==> config.mk <==
export PLATFORM = sky130hd
export DESIGN_NAME = matvec_ram_engine
export DESIGN_NICKNAME = d
export VERILOG_FILES = /design/src/rtl/matvec_ram_engine_pkg.sv /design/src/rtl/matvec_ram_engine_index.sv /design/src/rtl/matvec_ram_engine.sv
export SDC_FILE = /design/constraint.sdc
export NUM_CORES = 1
export LEC_CHECK = 0
export ABC_AREA = 0
export CELL_PAD_IN_SITES_DETAIL_PLACEMENT = 0
export CELL_PAD_IN_SITES_GLOBAL_PLACEMENT = 1
export CORE_MARGIN = 1.5
export CORE_UTILIZATION = 26
export DETAILED_ROUTE_END_ITERATION = 7
export GPL_TIMING_DRIVEN = 0
export PLACE_DENSITY = 0.59
export SYNTH_ARGS = -nofsm -noshare
export SYNTH_HDL_FRONTEND = slang
export SYNTH_SLANG_ARGS = --single-unit
export TNS_END_PERCENT = 20
==> constraint.sdc <==
create_clock -name clk -period 8.2 [get_ports clk]
set_clock_uncertainty 0.15 [all_clocks]
set_input_delay 2.05 -clock clk [delete_from_list [all_inputs] [get_ports clk]]
set_output_delay 2.05 -clock clk [all_outputs]
set_load 0.01 [all_outputs]
==> src/rtl/matvec_ram_engine_pkg.sv <==
// matvec_ram_engine shared package
// FSM states, RAM timing constants and default widths
package matvec_ram_engine_pkg;

   typedef enum logic [1:0] {
      ISSUE,
      DRAIN,
      COMMIT_WAIT,
      DONE
   } mv_state_t;

   // registered read data appears one cycle after the request
   localparam int RAM_RD_LAT = 1;
   // the RAM holds a write request one cycle before the array write
   localparam int RAM_WR_DLY = 1;

   localparam int DEF_DATA_WIDTH = 32;
   localparam int DEF_ADDR_WIDTH = 5;

   function automatic int min_width(input int n);
      return (n > 1) ? $clog2(n) : 1;
   endfunction

endpackage

==> src/rtl/matvec_ram_engine_index.sv <==
// mv_index_counter: nested row/column walker over an N x M matrix
// k is the flat row-major index; done flags the final issue
module mv_index_counter
   import matvec_ram_engine_pkg::*;
#(
   parameter int N  = 3,
   parameter int M  = 3,
   parameter int IW = min_width(N),
   parameter int JW = min_width(M),
   parameter int KW = min_width(N * M)
) (
   input  logic          clk,
   input  logic          rst,
   input  logic          clr,
   input  logic          en,
   output logic [IW-1:0] i,
   output logic [JW-1:0] j,
   output logic [KW-1:0] k,
   output logic          first,
   output logic          last,
   output logic          done
);

   assign first = (j == '0);
   assign last  = (j == JW'(M - 1));
   assign done  = en && last && (i == IW'(N - 1));

   // advance column, roll into next row, wrap everything after the final index
   always_ff @(posedge clk) begin
      if (rst || clr) begin
         i <= '0;
         j <= '0;
         k <= '0;
      end else if (en) begin
         if (last) begin
            j <= '0;
            i <= (i == IW'(N - 1)) ? '0 : i + 1'b1;
         end else begin
            j <= j + 1'b1;
         end
         k <= done ? '0 : k + 1'b1;
      end
   end

endmodule

==> src/rtl/matvec_ram_engine.sv <==
// matvec_ram_engine: computes y = A*x out of the scratch RAM
// one MAC per cycle, results written back, valid once committed
module matvec_ram_engine
   import matvec_ram_engine_pkg::*;
#(
   parameter int N          = 3,
   parameter int M          = 3,
   parameter int DATA_WIDTH = DEF_DATA_WIDTH,
   parameter int ADDR_WIDTH = DEF_ADDR_WIDTH,
   parameter int MAT_BASE   = 0,
   parameter int VEC_BASE   = N * M,
   parameter int OUT_BASE   = N * M + M
) (
   input  logic                  clk,
   input  logic                  rst,
   output logic [ADDR_WIDTH-1:0] raddr_0,
   output logic                  ren_0,
   input  logic [DATA_WIDTH-1:0] rdata_0,
   output logic [ADDR_WIDTH-1:0] raddr_1,
   output logic                  ren_1,
   input  logic [DATA_WIDTH-1:0] rdata_1,
   output logic [ADDR_WIDTH-1:0] waddr_0,
   output logic [DATA_WIDTH-1:0] wdata_0,
   output logic                  wen_0,
   output logic                  valid
);

   localparam int IW    = min_width(N);
   localparam int JW    = min_width(M);
   localparam int KW    = min_width(N * M);
   localparam int CWAIT = RAM_WR_DLY + 1;
   localparam int CW_W  = min_width(CWAIT);
   localparam int TL    = RAM_RD_LAT;

   typedef struct packed {
      logic          vld;
      logic          first;
      logic          last;
      logic [IW-1:0] row;
   } tag_t;

   mv_state_t             state;
   logic [CW_W-1:0]       cw_cnt;
   tag_t [TL:0]           tp;
   logic [DATA_WIDTH-1:0] acc;
   logic [DATA_WIDTH-1:0] prod;
   logic [DATA_WIDTH-1:0] mac;
   logic                  early_vld;

   logic                  cnt_en;
   logic                  cnt_clr;
   logic [IW-1:0]         idx_i;
   logic [JW-1:0]         idx_j;
   logic [KW-1:0]         idx_k;
   logic                  idx_first;
   logic                  idx_last;
   logic                  idx_done;

   assign cnt_en  = (state == ISSUE);
   assign cnt_clr = (state == DONE);

   mv_index_counter #(
      .N  (N),
      .M  (M),
      .IW (IW),
      .JW (JW),
      .KW (KW)
   ) u_idx (
      .clk   (clk),
      .rst   (rst),
      .clr   (cnt_clr),
      .en    (cnt_en),
      .i     (idx_i),
      .j     (idx_j),
      .k     (idx_k),
      .first (idx_first),
      .last  (idx_last),
      .done  (idx_done)
   );

   // truncated product plus running sum; a row's first term restarts it
   always_comb begin
      prod = rdata_0 * rdata_1;
      mac  = (tp[TL].first ? '0 : acc) + prod;
   end

   // any tag still in flight ahead of the one meeting read data
   always_comb begin
      early_vld = 1'b0;
      for (int s = 0; s < TL; s++) begin
         early_vld = early_vld | tp[s].vld;
      end
   end

   // FSM, issue registers, tag pipe, accumulator and write register
   always_ff @(posedge clk) begin
      if (rst) begin
         state   <= ISSUE;
         cw_cnt  <= '0;
         tp      <= '0;
         acc     <= '0;
         ren_0   <= 1'b0;
         ren_1   <= 1'b0;
         raddr_0 <= '0;
         raddr_1 <= '0;
         wen_0   <= 1'b0;
         waddr_0 <= '0;
         wdata_0 <= '0;
         valid   <= 1'b0;
      end else begin
         ren_0   <= 1'b0;
         ren_1   <= 1'b0;
         raddr_0 <= '0;
         raddr_1 <= '0;
         wen_0   <= 1'b0;
         waddr_0 <= '0;
         wdata_0 <= '0;
         tp[0]   <= '0;
         for (int s = 1; s <= TL; s++) begin
            tp[s] <= tp[s-1];
         end

         if (tp[TL].vld) begin
            acc <= mac;
            if (tp[TL].last) begin
               wen_0   <= 1'b1;
               waddr_0 <= ADDR_WIDTH'(OUT_BASE)
                        + ADDR_WIDTH'(tp[TL].row);
               wdata_0 <= mac;
            end
         end

         unique case (state)
            ISSUE: begin
               ren_0   <= 1'b1;
               ren_1   <= 1'b1;
               raddr_0 <= ADDR_WIDTH'(MAT_BASE)
                        + ADDR_WIDTH'(idx_k);
               raddr_1 <= ADDR_WIDTH'(VEC_BASE)
                        + ADDR_WIDTH'(idx_j);
               tp[0]   <= {1'b1, idx_first, idx_last, idx_i};
               if (idx_done) begin
                  state <= DRAIN;
               end
            end
            DRAIN: begin
               if (tp[TL].vld && !early_vld) begin
                  state  <= COMMIT_WAIT;
                  cw_cnt <= '0;
               end
            end
            COMMIT_WAIT: begin
               if (cw_cnt == CW_W'(CWAIT - 1)) begin
                  state <= DONE;
                  valid <= 1'b1;
               end else begin
                  cw_cnt <= cw_cnt + 1'b1;
               end
            end
            DONE: begin
               valid <= 1'b1;
            end
         endcase
      end
   end

endmodule
==> results.cfg <==
[timing]
holdWs_ps = 290
rsz0062_at_grt = yes
hold_violations = 0
maxSlewViolCount = 0
worst_slew_pin_slew_ps = 713
min_period_ps = 8730
post-route-period-util_pct = 106
finalSetupViolCount = 27
fmax_mhz = 115
slew_headroom_pct = 52.5
fin_ws_ps = -525

[outcome]
violations = setup timing
outcome = finished, violations left

[floorplanning]
start_util_pct = 26.2
fp.dieW_um = 282
die_area_um2 = 79700
rows = 102
io_pins = 117
die_h_um = 282
core_area_um2 = 77300

[critical_path]
crit_top_cell = fa_1
critPathTopFamily = adder cells
reg2reg_slack_ps = 390
end_kind = register
cpMaxStageDelayCell = fa_2
crit_cells = 28
path_buf_inv = 10
reg2reg_depth = 25
crit_path_end = acc[31]$_SDFFE_PP0P_
worstSetupStartpoint = rdata_1[2]
cp.required_ps = 8340
cpPeakStageDelay_ps = 650
cp_max_fo = 4
r2r_start = tp[8]$_SDFF_PP0_
critPathLaunchType = input pin
arrival_ps = 8870
rr_endpoint = acc[31]$_SDFFE_PP0P_
path_class = input pin to register

[cts]
cts_root_buf = clkbuf_16
cts-buffers-inserted = 9
htree_levels = 3
clock_path_buffers = 2
clock_sinks = 98
tritoncts = built
clk_latency_ps = 360
clk_pin_slew_ps = 70
hold_buffers = 0

[synth]
postSynthCellCount = 2238
synth_area_leaders = fa_1 (43%), and2_1 (12%), dfxtp_1 (9.7%), inv_1 (9.5%), ha_1 (8.2%)
synth.avg_cell_area_um2 = 9.06
synth_cell_types = 54
netlist_area_um2 = 20300
synth_area_leader_cell = fa_1
yosys_warnings = 0
synth_top_area_share_pct = 43.2
async_reset_ff_share_pct = 0
synth-seq-area-share_pct = 9.68
synth_edf_count = 0
yosys_most_used_dff = dfxtp_1
ys_seq_elements = 98

[min_path]
min-delay-start = tp[5]$_SDFF_PP0_
hold_class = register to register

[routing]
wire_per_inst_um = 21.4
ant_nets = 0
drtPass1Iterations = 5
vias = 15189
via_per_inst = 4.37
routed_wl_um = 74200
drc = 0
drtIter0Drc = 900

[grt]
top_usage_layer = met2
antenna_found_initial = 9
globalRouteOverflowTotal = 0
grt_pass1_vias = 16644
grt_max_degree = 17
grt_usage_pct = 19.2
met3_usage_pct = 4.30
use_met2_pct = 30.6
gr-usage-met1_pct = 25.8
grt_pass1_wl_um = 110000

[cells_and_area]
final_common_cell = inv_1
num-fill-cells = 8179
layout_common_cells = inv_1 (485), fa_1 (409), and2_1 (376)
fin_nets = 3064
fin_area_um2 = 24900
drive_gt1_share_pct = 14.1
synthToLayoutAreaGrowth_pct = 22.9

[placement]
dp_hpwl_um = 61100
dpl_cell_area_um2 = 22900
port_buffers = 109
routabilityCongestion = 0.908

[job]
cap_violations = 0
[state kept, by name, summed over array words and instances, names as in the netlist]
signal,count
tp,9
raddr_1,4
acc,32
state,2
ren_1,1
u_idx.k,4
u_idx.j,2
waddr_0,3
wdata_0,32
valid,1
wen_0,1
u_idx.i,2
raddr_0,4
cw_cnt,1
[synthesized netlist by cell type, types with 4 or more instances]
cell type and n:
inv_1 513, fa_1 438, and2_1 388, nand2_1 217
ha_1 133, clkbuf_1 101, dfxtp_1 98, xnor2_1 62
nor2_1 59, a21oi_1 27, nor2b_1 26, xor2_1 25
o21ai_0 23, nand2b_1 15, a21o_1 14, mux2i_1 11
nand3_1 10, nor3_1 8, o21a_1 7, buf_4 5
nand4_1 5, o21ai_1 4
[logic make-up after synthesis]
kind of cell,synth area share [%]
and+or+nand+nor,19.4
buffers and inverters,11.6
adders and majority gates,51.5
AOI/OAI and AO/OA,3.20
DFF,9.68
xor gates and xnor gates,3.98
muxes,0.599
other,0.0185
[what timing repair did]
action / 4_1_cts / 5_1_grt
resized for setup: 468 / 132
pin swaps: 69 / 73
endpoints found under the setup margin: 49 / 39
setup buffers: 49 / 20
gates cloned: 0 / 2
[worst min-delay path by stage]
stage,end,cells past startpoint
2_1_floorplan,waddr_0[0]$_SDFF_PP0_,1
3_3_place_gp,tp[7]$_SDFF_PP0_,1
3_5_place_dp,waddr_0[0]$_SDFF_PP0_,1
4_1_cts,tp[7]$_SDFF_PP0_,1
5_1_grt,tp[7]$_SDFF_PP0_,1
6_report,waddr_0[0]$_SDFF_PP0_,1
[layer usage]
metal | share of wire, % | wire length, um | up-vias
met5 | 0.096 | 71 | -
met4 | 3.5 | 2620 | 12
met3 | 7.2 | 5350 | 100
met2 | 45 | 33400 | 439
met1 | 44 | 32800 | 7812
li1 | - | - | 6826
[worst register-to-register path: stages, from the launching register on]
cell	delay (ps)
dfxtp_1	430
clkbuf_1	490
nor2b_1	210
fa_1	590
inv_2	40
fa_1	520
inv_1	60
fa_2	650
inv_2	60
fa_1	530
inv_1	50
fa_1	490
fa_2	460
fa_1	540
inv_2	90
fa_1	570
inv_2	50
ha_4	250
a21o_1	190
a21oi_4	140
o21a_1	210
a21oi_4	90
o41ai_2	370
xor2_1	290
mux2i_1	120
nor2_1	120
[area by class of cell]
cell class | count | area, um2 | area share (%)
sequential | 98 | 1960 | 7.87
timing repair buffer | 180 | 1620 | 6.51
buffer | 105 | 1300 | 5.22
clock buffer | 10 | 229 | 0.919
multi-input combinational | 1519 | 16500 | 66.4
antenna | 1 | 2.50 | 0.0100
inverter | 514 | 1930 | 7.74
clock inverter | 5 | 40.0 | 0.161
tap | 1040 | 1300 | 5.22
[per-stage QoR]
stage	worst slack (ps)	std cells	TNS (ps)	util, %
after detailed placement	-2900	3389	-106010	29.6
after CTS	-638	3452	-12000	31.6
after floorplan	-159	2240	-1470	-
after global placement	-2880	3389	-106340	29.6
final	-525	3472	-8390	32.2
after global routing	-751	3471	-14670	32.2
Power is left out: the tool's default activity adds up to more than one toggle a clock period on the data nets, which glitch-free logic cannot reach.
